--- src/rtl/alu_op_driver.sv ---
// rtl/alu_op_driver.sv - command FIFO and phase-locked operand driver for the 3-phase 4-bit ALU
// Optional golden-model scoreboard (rsp_mismatch, err_count): define ALU_DRV_SCOREBOARD_EN.
module alu_op_driver #(
  parameter int DEPTH = 4,
  parameter int ERR_W = 8
) (
  input  logic             clk,
  input  logic             rst_n,
  input  logic             cmd_valid,
  output logic             cmd_ready,
  input  logic [3:0]       cmd_a,
  input  logic [3:0]       cmd_b,
  input  logic [1:0]       cmd_op,
  output logic [3:0]       alu_a,
  output logic [3:0]       alu_b,
  output logic [1:0]       alu_op,
  input  logic [3:0]       alu_result,
  input  logic             alu_carry,
  input  logic             alu_zero,
  input  logic             alu_overflow,
  output logic             rsp_valid,
  output logic [3:0]       rsp_result,
  output logic [2:0]       rsp_flags,
  output logic             rsp_mismatch,
  output logic [ERR_W-1:0] err_count,
  output logic             busy
);
  localparam int AW = $clog2(DEPTH);
  localparam int CW = AW + 1;

  typedef enum logic [1:0] {
    PH_IDLE = 2'd0,
    PH_EXEC = 2'd1,
    PH_WB   = 2'd2
  } phase_t;

  phase_t        phase, phase_nxt;
  logic [9:0]    mem [DEPTH];
  logic [AW-1:0] wr_ptr, rd_ptr;
  logic [CW-1:0] count;
  logic          full, push, pop, boundary, capture, fire;
  logic          slot_valid, cap_valid;
  logic [9:0]    head;

  always_ff @(posedge clk or negedge rst_n) begin
    if (!rst_n) phase <= PH_IDLE;
    else        phase <= phase_nxt;
  end

  // Mirrors the ALU's free-running IDLE -> EXEC -> WB sequence
  always_comb begin
    phase_nxt = PH_IDLE;
    case (phase)
      PH_IDLE: phase_nxt = PH_EXEC;
      PH_EXEC: phase_nxt = PH_WB;
      default: phase_nxt = PH_IDLE;
    endcase
  end

  assign boundary  = (phase == PH_WB);
  assign capture   = (phase == PH_IDLE);
  assign full      = (count == CW'(DEPTH));
  assign cmd_ready = !full;
  assign push      = cmd_valid && !full;
  assign pop       = boundary && (count != '0);
  assign fire      = capture && cap_valid;
  assign head      = mem[rd_ptr];
  assign busy      = (count != '0) || slot_valid || cap_valid;

  always_ff @(posedge clk) begin
    if (push) mem[wr_ptr] <= {cmd_a, cmd_b, cmd_op};
  end

  always_ff @(posedge clk or negedge rst_n) begin
    if (!rst_n) begin
      wr_ptr <= '0;
      rd_ptr <= '0;
      count  <= '0;
    end else begin
      if (push) wr_ptr <= wr_ptr + AW'(1);
      if (pop)  rd_ptr <= rd_ptr + AW'(1);
      case ({push, pop})
        2'b10:   count <= count + CW'(1);
        2'b01:   count <= count - CW'(1);
        default: count <= count;
      endcase
    end
  end

  // Operands change only at the window boundary so they stay stable for all three ALU phases
  always_ff @(posedge clk or negedge rst_n) begin
    if (!rst_n) begin
      alu_a      <= '0;
      alu_b      <= '0;
      alu_op     <= '0;
      slot_valid <= 1'b0;
      cap_valid  <= 1'b0;
    end else begin
      if (pop) begin
        alu_a  <= head[9:6];
        alu_b  <= head[5:2];
        alu_op <= head[1:0];
      end
      if (boundary) begin
        slot_valid <= pop;
        cap_valid  <= slot_valid;
      end else if (capture) begin
        cap_valid  <= 1'b0;
      end
    end
  end

  always_ff @(posedge clk or negedge rst_n) begin
    if (!rst_n) begin
      rsp_valid  <= 1'b0;
      rsp_result <= '0;
      rsp_flags  <= '0;
    end else begin
      rsp_valid <= fire;
      if (fire) begin
        rsp_result <= alu_result;
        rsp_flags  <= {alu_carry, alu_zero, alu_overflow};
      end
    end
  end

`ifdef ALU_DRV_SCOREBOARD_EN
  // Expected {result, carry, zero, overflow}; carry on sub is the borrow out
  function automatic logic [6:0] golden(input logic [3:0] a, input logic [3:0] b,
                                        input logic [1:0] op);
    logic [4:0] r;
    logic       c, v;
    r = '0;
    c = 1'b0;
    v = 1'b0;
    case (op)
      2'b00: begin
        r = {1'b0, a} + {1'b0, b};
        c = r[4];
        v = (a[3] == b[3]) && (a[3] != r[3]);
      end
      2'b01: begin
        r = {1'b0, a} - {1'b0, b};
        c = r[4];
        v = (a[3] != b[3]) && (a[3] != r[3]);
      end
      2'b10:   r = {1'b0, a & b};
      default: r = {1'b0, a | b};
    endcase
    return {r[3:0], c, (r[3:0] == 4'h0), v};
  endfunction

  logic [6:0] slot_exp, cap_exp;
  logic       mismatch_now;

  assign mismatch_now = ({alu_result, alu_carry, alu_zero, alu_overflow} != cap_exp);

  always_ff @(posedge clk or negedge rst_n) begin
    if (!rst_n) begin
      slot_exp     <= '0;
      cap_exp      <= '0;
      rsp_mismatch <= 1'b0;
      err_count    <= '0;
    end else begin
      if (pop)      slot_exp <= golden(head[9:6], head[5:2], head[1:0]);
      if (boundary) cap_exp  <= slot_exp;
      if (fire) begin
        rsp_mismatch <= mismatch_now;
        if (mismatch_now && (err_count != '1)) err_count <= err_count + ERR_W'(1);
      end
    end
  end
`else
  assign rsp_mismatch = 1'b0;
  assign err_count    = '0;
`endif

endmodule

--- config.mk ---
export PLATFORM = sky130hd
export DESIGN_NAME = alu_op_driver
export DESIGN_NICKNAME = d
export VERILOG_FILES = /design/src/rtl/alu_op_driver.sv
export SDC_FILE = /design/constraint.sdc
export NUM_CORES = 1
export LEC_CHECK = 0
export ABC_AREA = 1
export BUFFER_PORTS_ARGS = -buffer_cell sky130_fd_sc_hd__buf_2
export CAP_MARGIN = 10
export CORE_AREA = 2 2 65 128
export CTS_CLUSTER_DIAMETER = 100
export DETAILED_ROUTE_END_ITERATION = 16
export DIE_AREA = 0 0 67 130
export SYNTH_ARGS = -nofsm -noshare
export SYNTH_HDL_FRONTEND = slang
export SYNTH_SLANG_ARGS = --single-unit
--- constraint.sdc ---
create_clock -name clk -period 2.4 [get_ports clk]
set_input_delay 0.24 -clock clk [delete_from_list [all_inputs] [get_ports clk]]
set_output_delay 0.24 -clock clk [all_outputs]
set_load 0.02 [all_outputs]
[Word-level counts from Yosys, hierarchy flattened]
Memory sizes are Yosys's and may differ from the RTL's. A register that Yosys moved wholly into a read port is not among the register bits.
Index checks and enable logic that the tools add are counted.
Word-level totals
  memories kept: 1
  memory bits (writable): 40
  output and inout port bits: 29
  input bits: 20
  word-level logic and storage cells: 36
  register bits: 19
Memory list
  mem: words 4, width 10, read ports 1, clocked after Yosys merged registers in 1, wr ports 1, line 38  | logic [9:0] mem [DEPTH];
Cells by class
  reductions and logical operators: 11
  eq/ne operators: 5
  add/sub/neg operators: 4
  muxes and demuxes: 6
Operators with widths (count)
  case mux 3 bit (2 select lines): 1
  adder 2 x 1 -> 2 bit (second input constant): 2
  equality test 2 x 1 -> 1 bit (second input constant): 2
  equality test 2 bit (second input constant): 2
  2-to-1 mux 1 bit: 4
  case mux 2 bit (2 select lines): 1
  nonzero test 2 bit: 2
  adder 3 x 1 -> 3 bit (second input constant): 1
  equality test 3 bit (second input constant): 1
  logical AND 1 bit: 3
  nonzero test 3 bit: 1
  subtractor 3 x 1 -> 3 bit (second input constant): 1
  zero test 1 bit: 2
  zero test 2 bit: 1
  logical OR 1 bit: 2

[Depth between registers and ports, before layout]
Gate-level depths: netlist of run 1.
  word-level depth: 5
  mapped depth: 13
  gate-level depth less buffers: 12

[Worst setup path after synthesis of run 1]
No wires, ideal clock.
  kind: reg-to-reg
  from: reg count[0]
  to: reg count[2]
  clock period less this slack: 1.799 ns
  arrival time: 1.676 ns
  path slack: 0.601 ns
  stages on the path, launching flop included: 10
  path through: dfrtp_1 inv_2 nand3_2 nand2_2 ha_1 inv_1 fa_1 nand2_1 nand3_1 xor2_1
On the way
  cells in the longest elaborated chain, start to end: 5
  elaborated cells on any way between the ends: 11
  those cells by class: add/sub (2); eq/ne (3); mux (1); reduce/logical (5)
RTL lines
  start: declaration: line 40  | logic [CW-1:0] count;
  start signal: assignment: line 83  | 2'b10: count <= count + CW'(1);
  start signal: assignment: line 84  | 2'b01: count <= count - CW'(1);
  start signal: assignment: line 85  | default: count <= count;
  equality test 3 bit (*): line 62  | assign full = (count == CW'(DEPTH));
  zero test 1 bit (*)
  via cmd_ready: line 10  | output logic cmd_ready,
  logical AND 1 bit (*): line 64  | assign push = cmd_valid && !full;
  equality test 2 x 1 -> 1 bit / equality test 2 bit (equally long branches): line 82  | case ({push, pop})
  case mux 3 bit (2 select lines) / nonzero test 2 bit (equally long branches)
Mark *: on every way through the listed nets, which the timed path passes. The rest lies on a longest branch.
A chain may end at the register's enable or synchronous reset.

[Worst setup path after layout of run 1]
  from: reg phase[0]
  to: reg count[2]
On the way
  cells in the longest elaborated chain, start to end: 4
  elaborated cells on any way between the ends: 6
  those cells by class: eq/ne (3); mux (1); reduce/logical (2)
RTL lines
  start: declaration: line 37  | phase_t phase, phase_nxt;
  start signal: assignment: line 47  | else phase <= phase_nxt;
  equality test 2 bit (*): line 60  | assign boundary = (phase == PH_WB);
  logical AND 1 bit (*): line 65  | assign pop = boundary && (count != '0);
  equality test 2 x 1 -> 1 bit / equality test 2 bit (equally long branches): line 82
  case mux 3 bit (2 select lines) / nonzero test 2 bit (equally long branches)
Mark *: on every way between the ends. The rest lies on a longest branch, timed or not.

==> results of run 1 <==
## worst paths after layout
kind | end | from | slack, ps
worst max register to register | count[2]$_DFFE_PN0P_ | phase[0]$_DFF_PN0_ | 370
worst min register to register | phase[0]$_DFF_PN0_ | phase[0]$_DFF_PN0_ | 470
worst max-delay path | count[2]$_DFFE_PN0P_ | phase[0]$_DFF_PN0_ | 370
min in group asynchronous | alu_b[3]$_DFFE_PN0P_ | rst_n | 470
max in group asynchronous | wr_ptr[1]$_DFFE_PN0P_ | rst_n | 1520
worst min-delay path | rsp_flags[1]$_DFFE_PN0P_ | alu_zero | 110
## layout make-up
cell class / count / area [um2] / area share, %
Sequential cell: 69 / 1927 / 53.87
Multi-Input combinational cell: 168 / 778.2 / 21.76
Clock buffer: 13 / 240.2 / 6.716
Clock inverter: 3 / 40.04 / 1.119
Timing Repair Buffer: 46 / 250.2 / 6.995
Inverter: 59 / 221.5 / 6.191
Tap cell: 96 / 120.1 / 3.358
## worst max-delay path, delay by kind of cell, from the launching register on
family	cells	cell delay, ps
fa+ha+maj	2	590
buf+inv	5	480
flops	1	390
simple gates	4	310
xor+xnor	1	170
## Yosys cell counts
| master | n | area, um2 |
|---|---|---|
| nand2_1 | 109 | 409.1 |
| inv_1 | 52 | 195.2 |
| edfxtp_1 | 40 | 1201 |
| dfrtp_1 | 29 | 725.7 |
| nand3_1 | 22 | 110.1 |
| buf_4 | 11 | 82.58 |
| inv_2 | 7 | 26.28 |
| nor2_1 | 6 | 22.52 |
| ha_1 | 5 | 62.56 |
| buf_2 | 4 | 20.02 |
| nand2_2 | 3 | 18.77 |
| xor2_1 | 3 | 26.28 |
| nand3_2 | 2 | 20.02 |
| o21ai_0 | 2 | 10.01 |
| o21ai_1 | 2 | 10.01 |
| xnor2_1 | 2 | 17.52 |
| buf_6 | 1 | 11.26 |
| conb_1 | 1 | 3.750 |
| fa_1 | 1 | 20.02 |
| nand2_4 | 1 | 11.26 |
| nor2_2 | 1 | 6.260 |
## registers in the layout (all words and copies together), names as in the netlist
name and count:
rd_ptr 2, rsp_valid 1, wr_ptr 2, alu_op 2, alu_b 4, slot_valid 1, phase 2, alu_a 4
count 3, rsp_result 4, rsp_flags 3, mem 40, cap_valid 1
## logic make-up (layout without fill, tap and decap cells)
logic type      after synthesis  count (layout)  synth area share [%]
compound gates                4               4                0.6650
xor+xnor                      5               5                 1.455
fa+ha+maj                     6               6                 2.743
buf+inv                      75             121                 11.14
flops                        69              69                 64.01
other cells                   1               9                0.1246
simple gates                144             144                 19.87
## report_power, final
part	switching, mW	internal [mW]	leakage (nW)
combinational	0.945	0.467	0.955
clock	0.427	0.800	0.138
sequential	0.156	1.61	0.708
## metal layers
layer	part of all wire (%)	wire length [um]	vias to the layer above
li1	-	-	1011
met1	42	2347	952
met2	50	2789	55
met3	5.4	298	9
met4	1.8	102	0
met5	0	0	-
## timing repair
item / CTS / global route
hold buffers: 1 / 0
endpoints found under the hold margin: 29 / 0
resized for setup: 0 / 0
setup endpoints to repair: 0 / 0
## metrics by stage
step,worst slack [ps],hold slack (ps),cell area [um2],std cells
after floorplan,600.9,-55.59,3040,312
after global placement,480.7,291.4,3287,437
after detailed placement,375.1,299.0,3287,437
after CTS,356.4,107.4,3577,454
after global routing,190.0,112.6,3577,454
final,370.4,114.1,3577,454
==> summary.md, run 1 <==
| Metric | Value |
|---|---|
| Outcome | `completed` |
| Critical Path RT | `2640 ps` |
| Power, Total | `4.408 mW` |
| CP Launch Type | `register` |
| Mapped Avg Cell Area | `9.903 um2` |
| Max_slew headroom | `58.15%` |
| Grt met2 use | `23.76%` |
| Slew Viols, Final | `0` |
| GPL Wtd Cong | `0.7845` |
| Cell Chain, Critical Path | `inv_1 -> nand2_2 -> inv_2 -> nand2_4 -> inv_2 -> ha_1 -> inv_1 -> fa_1 -> inv_1 -> nand2_1 -> nand3_1 -> xor2_1` |
| Most used cell, CP | `inv_1` |
| Total wire length | `5538 um` |
| GR Util met3 | `3.966%` |
| Power Dens Cells | `1232 mW/mm2` |
| Mapped Cells | `304` |
| Number of global-route vias before repair | `2034` |
| GRT Util Overall | `14.44%` |
| Commonest cells after routing, fill and taps aside | `nand2_1, inv_1, edfxtp_1, buf_2, dfrtp_1` |
| Routed vias/inst | `4.465` |
| Area delta synth->final | `18.83%` |
| Clk Latency, worst-skew pair | `330 ps` |
| R2R depth | `12` |
| Root Driver | `clkbuf_16` |
| FF+latch count, synth | `69` |
| DRC Markers | `0` |
| Synthesized cell area | `0.003010 mm2` |
| Most common cell after layout, fill and taps aside | `nand2_1` |
| Largest net degree at the start of global routing | `30` |
| Fin nets | `379` |
| Data arrival, critical path | `2270 ps` |
| Crit-path max cell delay | `390 ps` |
| Initial DRC count | `191` |
| Core footprint | `0.007828 mm2` |
| Setup TNS | `0 ps` |
| Die H | `130 um` |
| Final setup viols | `0` |
| Final worst path period share | `84.57%` |
| First-pass detailed-route iteration total | `4` |
| CTS max path bufs | `2` |
| Critical path class | `register to register` |
| Row count | `46` |
| Fin. Hold Viols | `0` |
| Setup crit end kind | `register` |
| N_diodes | `0` |
| Sequential fraction of the synthesis area | `64.01%` |
| Total number of vias | `2027` |
| Drt wl/cell | `12.20 um` |
| Top-level port count | `49` |
| Overflow after GRT | `0` |
| Lkg Pwr | `1.801 nW` |
| H-tree Lvls | `3` |
| Starting Density | `38.46%` |
| CTS Sinks | `69` |
| Fill cells | `750` |
| Distinct cells, synth | `21` |
| Die area | `0.008710 mm2` |
| Total of max-cap violations | `0` |
| Initial antenna violation count | `0` |
| Buffers on Ports | `39` |
| Yosys warns | `0` |
| RSZ-0062 raised after global routing | `false` |
| DP Wirelength | `3792 um` |
| First-pass GRT wire length | `9225 um` |
| Fmax | `492.7 MHz` |
| Final Skew | `3.825 ps` |
| Hold Path Cell Cnt | `3` |
| Crit path max fanout | `15` |
| Finished Core Util | `45.70%` |
| CTS tree | `built` |
| Busiest grt layer | `met2` |
| DRT antenna net count | `0` |
| Worst min-delay path class | `input port to register` |
| Critical Path Slowest Stage Cell | `dfrtp_1` |
| Post-CTS Setup Inserts | `0` |
| Horiz. Die Dim | `67 um` |
| GR Util met1 | `17.35%` |
| Worst vdd ir | `0.5809 mV` |
| Clock-pin slew on the worst setup and hold paths | `50 ps` |
| Final min period | `2030 ps` |
| Share of layout cells above drive strength 1 | `19.83%` |
| CTS Buf Count | `9` |
| Measured slew at the worst slew-check pin | `627.7 ps` |
(Power assumes the default switching activity.)
==> run 2, diff against run 1 <==
Clock period 2.4 ns to 2 ns, I/O delays scaled along.
==> run 2 against run 1 <==
Net effect: combinational power is 20% higher; routed wire length is 1.3% higher; register-to-register slack worse by 230 ps; largest power group unchanged; highest routed layer unchanged; sequential share of layout area is 0.39 points lower.
==> summary.md, run 2 (synthesis results as in run 1) <==
| Metric | Value |
|---|---|
| Overflow after GRT | `0` |
| Total number of vias | `2015` |
| GRT Util Overall | `14.52%` |
| Number of global-route vias before repair | `1994` |
| CTS Sinks | `69` |
| Design area | `0.003603 mm2` |
| Share of layout cells above drive strength 1 | `20.61%` |
| Clock-pin slew on the worst setup and hold paths | `50 ps` |
| Power Dens Cells | `1478 mW/mm2` |
| Fill cells | `754` |
| H-tree Lvls | `3` |
| Die H | `130 um` |
| Fmax | `537.5 MHz` |
| CTS tree | `built` |
| First-pass detailed-route iteration total | `5` |
| Hold Path End | `rsp_flags[1]$_DFFE_PN0P_` |
| Commonest cells after routing, fill and taps aside | `nand2_1, inv_1, edfxtp_1, buf_2, dfrtp_1` |
| Routed vias/inst | `4.429` |
| Root Driver | `clkbuf_16` |
| Final std cells w/o fill | `455` |
| RR Endpoint | `count[2]$_DFFE_PN0P_` |
| Reg2reg setup slack | `140 ps` |
| Fin Hold WS | `77.51 ps` |
| R2R depth | `9` |
| Cell Chain, Critical Path | `inv_2 -> nand3_2 -> nand2_2 -> ha_1 -> inv_1 -> fa_1 -> nand2_1 -> nand3_1 -> xor2_1` |
| Post-cts sizing count | `0` |
| Buffers on Ports | `39` |
| Total of max-cap violations | `0` |
| Crit-path max cell delay | `390 ps` |
| Starting Density | `38.46%` |
| Hold wc startpoint | `alu_zero` |
| Reg-to-reg startpoint | `count[0]$_DFFE_PN0P_` |
| Measured slew at the worst slew-check pin | `647.3 ps` |
| Horiz. Die Dim | `67 um` |
| Area after DPL | `0.003302 mm2` |
| Initial antenna violation count | `0` |
| Largest net degree at the start of global routing | `30` |
| Fin. Hold Viols | `0` |
| Critical path class | `register to register` |
| Clk Latency, worst-skew pair | `330 ps` |
| RSZ-0062 raised after global routing | `false` |
| First-pass GRT wire length | `9321 um` |
| CTS Buf Count | `9` |
| Max reg flops | `40` |
| Final worst path period share | `93.03%` |
| Placed insts | `439` |
| Worst vdd ir | `0.7922 mV` |
| Lkg Pwr | `1.808 nW` |
| Setup crit end kind | `register` |
| Final min period | `1861 ps` |
| Max_slew headroom | `56.85%` |
| Buf+Inv Stages, Crit Path | `2` |
| Outcome | `completed` |
| CTS max path bufs | `2` |
| CP Launch Type | `register` |
| Critical Path Slowest Stage Cell | `dfrtp_1` |
| DRC Markers | `0` |
| DRT antenna net count | `0` |
| Core footprint | `0.007828 mm2` |
| Slew Viols, Final | `0` |
| Hold Path Cell Cnt | `3` |
| Most common cell after layout, fill and taps aside | `nand2_1` |
| Setup TNS | `0 ps` |
| DP Wirelength | `3836 um` |
| Initial DRC count | `151` |
| Drt wl/cell | `12.33 um` |
| Data arrival, critical path | `2070 ps` |
| GPL Wtd Cong | `0.7038` |
| Row count | `46` |
| Final Skew | `6.878 ps` |
| Post-CTS Setup Inserts | `0` |
| Area delta synth->final | `19.70%` |
| Top-level port count | `49` |
| Biggest register | `mem` |
| Worst min-delay path class | `input port to register` |
| Crit path max fanout | `7` |
| Critical Path RT | `2210 ps` |
| Total wire length | `5609 um` |
| N_diodes | `0` |
| Die area | `0.008710 mm2` |
| Final setup viols | `0` |
| Fin nets | `381` |
| CP delay by family, top | `adder cells` |
[run 2: changes by cell type in the layout (fill, tap and decap cells not counted), sizes merged]
cell	before	now
clkbuf	13	11
buf	45	47
clkinv	2	1
clkinvlp	0	2
[run 2: power by group]
group	internal, mW	switching (mW)
clock network	0.986	0.537
registers	1.94	0.174
logic	0.558	1.13
total	3.48	1.85
[run 2: layout make-up]
| type | count | area (um2) | share of cell area [%] |
|---|---|---|---|
| inverter | 59 | 221.5 | 6.146 |
| sequential | 69 | 1927 | 53.47 |
| timing repair buffer | 48 | 265.3 | 7.361 |
| tap | 96 | 120.1 | 3.333 |
| clock buffer | 11 | 242.7 | 6.736 |
| clock inverter | 4 | 48.80 | 1.354 |
| multi-input combinational | 168 | 778.2 | 21.60 |
[run 2: worst max-delay path by stage]
| stage | start | end | slack, ps | cells after the start |
|---|---|---|---|---|
| after global routing | count[0]$_DFFE_PN0P_ | count[2]$_DFFE_PN0P_ | 20 | 9 |
| final | count[0]$_DFFE_PN0P_ | count[2]$_DFFE_PN0P_ | 140 | 9 |
| after floorplan | count[0]$_DFFE_PN0P_ | count[2]$_DFFE_PN0P_ | 200 | 9 |
| after CTS | count[0]$_DFFE_PN0P_ | count[2]$_DFFE_PN0P_ | 130 | 9 |
| after detailed placement | count[0]$_DFFE_PN0P_ | count[2]$_DFFE_PN0P_ | 140 | 9 |
| after global placement | count[0]$_DFFE_PN0P_ | count[2]$_DFFE_PN0P_ | 260 | 9 |
[run 2: worst reg2reg max path, stage by stage, from the launching register on]
cell and delay [ps]:
dfrtp_1 390, inv_2 100, nand3_2 130, nand2_2 150, ha_1 180, inv_1 70
fa_1 390, nand2_1 80, nand3_1 100, xor2_1 150
[run 2: metal layers]
metal	up-vias	GRT usage, %	part of all wire [%]
met1	942	18.23	44
li1	1009	-	-
met5	-	0	0
met4	0	7.323	1.9
met3	10	3.190	4.5
met2	54	23.24	50
[run 2: repair_timing]
| action | in CTS | in global routing |
|---|---|---|
| endpoints found under the setup margin | 0 | 0 |
| hold buffers | 1 | 0 |
| hold endpoints to repair | 29 | 0 |
[run 2: through the flow]
| step | total power, mW | util [%] | setup WS [ps] |
|---|---|---|---|
| final | 5.326 | 46.04 | 139.4 |
| after global routing | 5.706 | 46.04 | 24.08 |
| after CTS | 5.390 | 46.04 | 127.4 |
| after detailed placement | 3.845 | 42.18 | 137.5 |
| after global placement | 3.786 | 42.18 | 260.9 |
| after floorplan | 3.297 | - | 200.9 |
==> run 3, diff against run 2 <==
Settings changed: MAX_ROUTING_LAYER set to met4, SETUP_SLACK_MARGIN set to 0.2.
==> run 3 against run 2 <==
Net effect: register-to-register slack improved by 150 ps; cell count increased by 0.66%; routed wire length increased by 1.6%; combinational power increased by 4%; clock-buffer cell count unchanged; setup slack improved by 150 ps; final area increased by 1.0%; first-iteration DRC count decreased by 13%; hold slack about the same; critical path type unchanged.
==> summary.md, run 3 (synthesis results as in run 1) <==
| Metric | Value |
|---|---|
| Commonest cells after routing, fill and taps aside | `nand2_1, inv_1, edfxtp_1, buf_2, dfrtp_1` |
| Area delta synth->final | `20.95%` |
| Critical Path RT | `2210 ps` |
| Hold wc startpoint | `alu_zero` |
| Buffers on Ports | `39` |
| Fill cells | `757` |
| Measured slew at the worst slew-check pin | `651.5 ps` |
| Biggest register | `mem` |
| Share of layout cells above drive strength 1 | `21.82%` |
| Reg-to-reg startpoint | `phase[0]$_DFF_PN0_` |
| Final min period | `1713 ps` |
| Clock-pin slew on the worst setup and hold paths | `50 ps` |
| DRC Markers | `0` |
| Power Dens Cells | `1482 mW/mm2` |
| GR Util met1 | `18.46%` |
| Setup TNS | `0 ps` |
| Number of global-route vias before repair | `2003` |
| CTS Sinks | `69` |
| Crit path max fanout | `3` |
| CP Launch Type | `register` |
| Worst vdd ir | `0.7921 mV` |
| Grt met2 use | `23.59%` |
| R2R depth | `11` |
| Top-level port count | `49` |
| First-pass detailed-route iteration total | `4` |
| Horiz. Die Dim | `67 um` |
| Largest net degree at the start of global routing | `30` |
| Max_slew headroom | `56.56%` |
| N_diodes | `0` |
| Total number of vias | `2049` |
| CP startpoint | `phase[0]$_DFF_PN0_` |
| Routed vias/inst | `4.474` |
| GR Util met3 | `3.190%` |
| First-pass GRT wire length | `9418 um` |
| CTS tree | `built` |
| Die area | `0.008710 mm2` |
| Outcome | `completed` |
| Final setup viols | `0` |
| Initial DRC count | `132` |
| CTS max path bufs | `2` |
| Max reg flops | `40` |
| CP endpoint | `count[2]$_DFFE_PN0P_` |
| Total wire length | `5698 um` |
| Starting Density | `38.46%` |
| Fin. Hold Viols | `0` |
| RSZ-0062 raised after global routing | `false` |
| Final Skew | `5.210 ps` |
| Area after DPL | `0.003302 mm2` |
| Initial antenna violation count | `0` |
| Core footprint | `0.007828 mm2` |
| Clk Latency, worst-skew pair | `320 ps` |
| DRT antenna net count | `0` |
| RR Endpoint | `count[2]$_DFFE_PN0P_` |
| GPL Wtd Cong | `0.7117` |
| Reg2reg setup slack | `290 ps` |
| CTS Buf Count | `9` |
| Setup crit end kind | `register` |
| Row count | `46` |
| Fin nets | `384` |
| Final worst path period share | `85.66%` |
| Design area | `0.003641 mm2` |
| Lkg Pwr | `1.822 nW` |
| Root Driver | `clkbuf_16` |
| Most common cell after layout, fill and taps aside | `nand2_1` |
| Fmax | `583.7 MHz` |
| Die H | `130 um` |
| Overflow after GRT | `0` |
| H-tree Lvls | `3` |
| Drt wl/cell | `12.44 um` |
| Busiest grt layer | `met2` |
| Post-Place Setup Slack | `137.5 ps` |
| GRT Util Overall | `15.13%` |
| Worst min-delay path class | `input port to register` |
| Total of max-cap violations | `0` |
| DP Wirelength | `3836 um` |
| Setup ws final | `286.9 ps` |
| Slew Viols, Final | `0` |
| Data arrival, critical path | `1920 ps` |
| Critical path class | `register to register` |
-- run 3: stage by stage --
step | util (%) | power [mW] | instances | hold WS [ps]
after detailed placement | 42.18 | 3.845 | 439 | 267.2
final | 46.52 | 5.397 | 458 | 77.97
after global placement | 42.18 | 3.786 | 439 | 250.5
after global routing | 46.52 | 5.776 | 458 | 79.03
after CTS | 46.29 | 5.420 | 456 | 69.08
after floorplan | - | 3.297 | 312 | -95.59
-- run 3: power by group --
group	switching, mW	internal [mW]	total [mW]
logic	1.16	0.597	1.75
registers	0.180	1.94	2.12
clock network	0.541	0.986	1.53
-- run 3: metal layers --
layer / share of wire [%] / wire length, um
met4: 2.4 / 136
met5: 0 / 0
met3: 4.5 / 257
met1: 44 / 2502
met2: 49 / 2801
-- run 3: worst min path at each step --
stage | endpoint | depth (start not counted)
2_1_floorplan | alu_a[0]$_DFFE_PN0P_ | 0
3_3_place_gp | alu_b[3]$_DFFE_PN0P_ | 1
3_5_place_dp | alu_b[3]$_DFFE_PN0P_ | 1
4_1_cts | rsp_result[0]$_DFFE_PN0P_ | 3
5_1_grt | rsp_result[0]$_DFFE_PN0P_ | 3
6_report | rsp_flags[1]$_DFFE_PN0P_ | 3
-- run 3: what timing repair did --
action                     in CTS  in global routing
gates resized for setup         2                  2
pin swaps                       1                  0
setup buffers                   1                  2
hold buffers                    1                  0
hold endpoints to repair       29                  0
setup endpoints to repair       1                  1
-- run 3: area by class of cell --
type	instances	area (um2)	share of cell area, %
Sequential cell	69	1927	52.92
Timing Repair Buffer	51	287.8	7.904
Clock inverter	4	48.80	1.340
Inverter	59	221.5	6.082
Clock buffer	11	242.7	6.667
Tap cell	96	120.1	3.299
Multi-Input combinational cell	168	793.3	21.79
-- run 3: critical path, cell delays in order (launching register included) --
cell and delay [ps]:
dfrtp_1 410, inv_2 70, nand2_2 50, inv_2 70, nand2_4 50, inv_2 50
ha_1 160, inv_1 70, fa_2 350, nand2_1 70, nand3_1 100, xor2_1 150
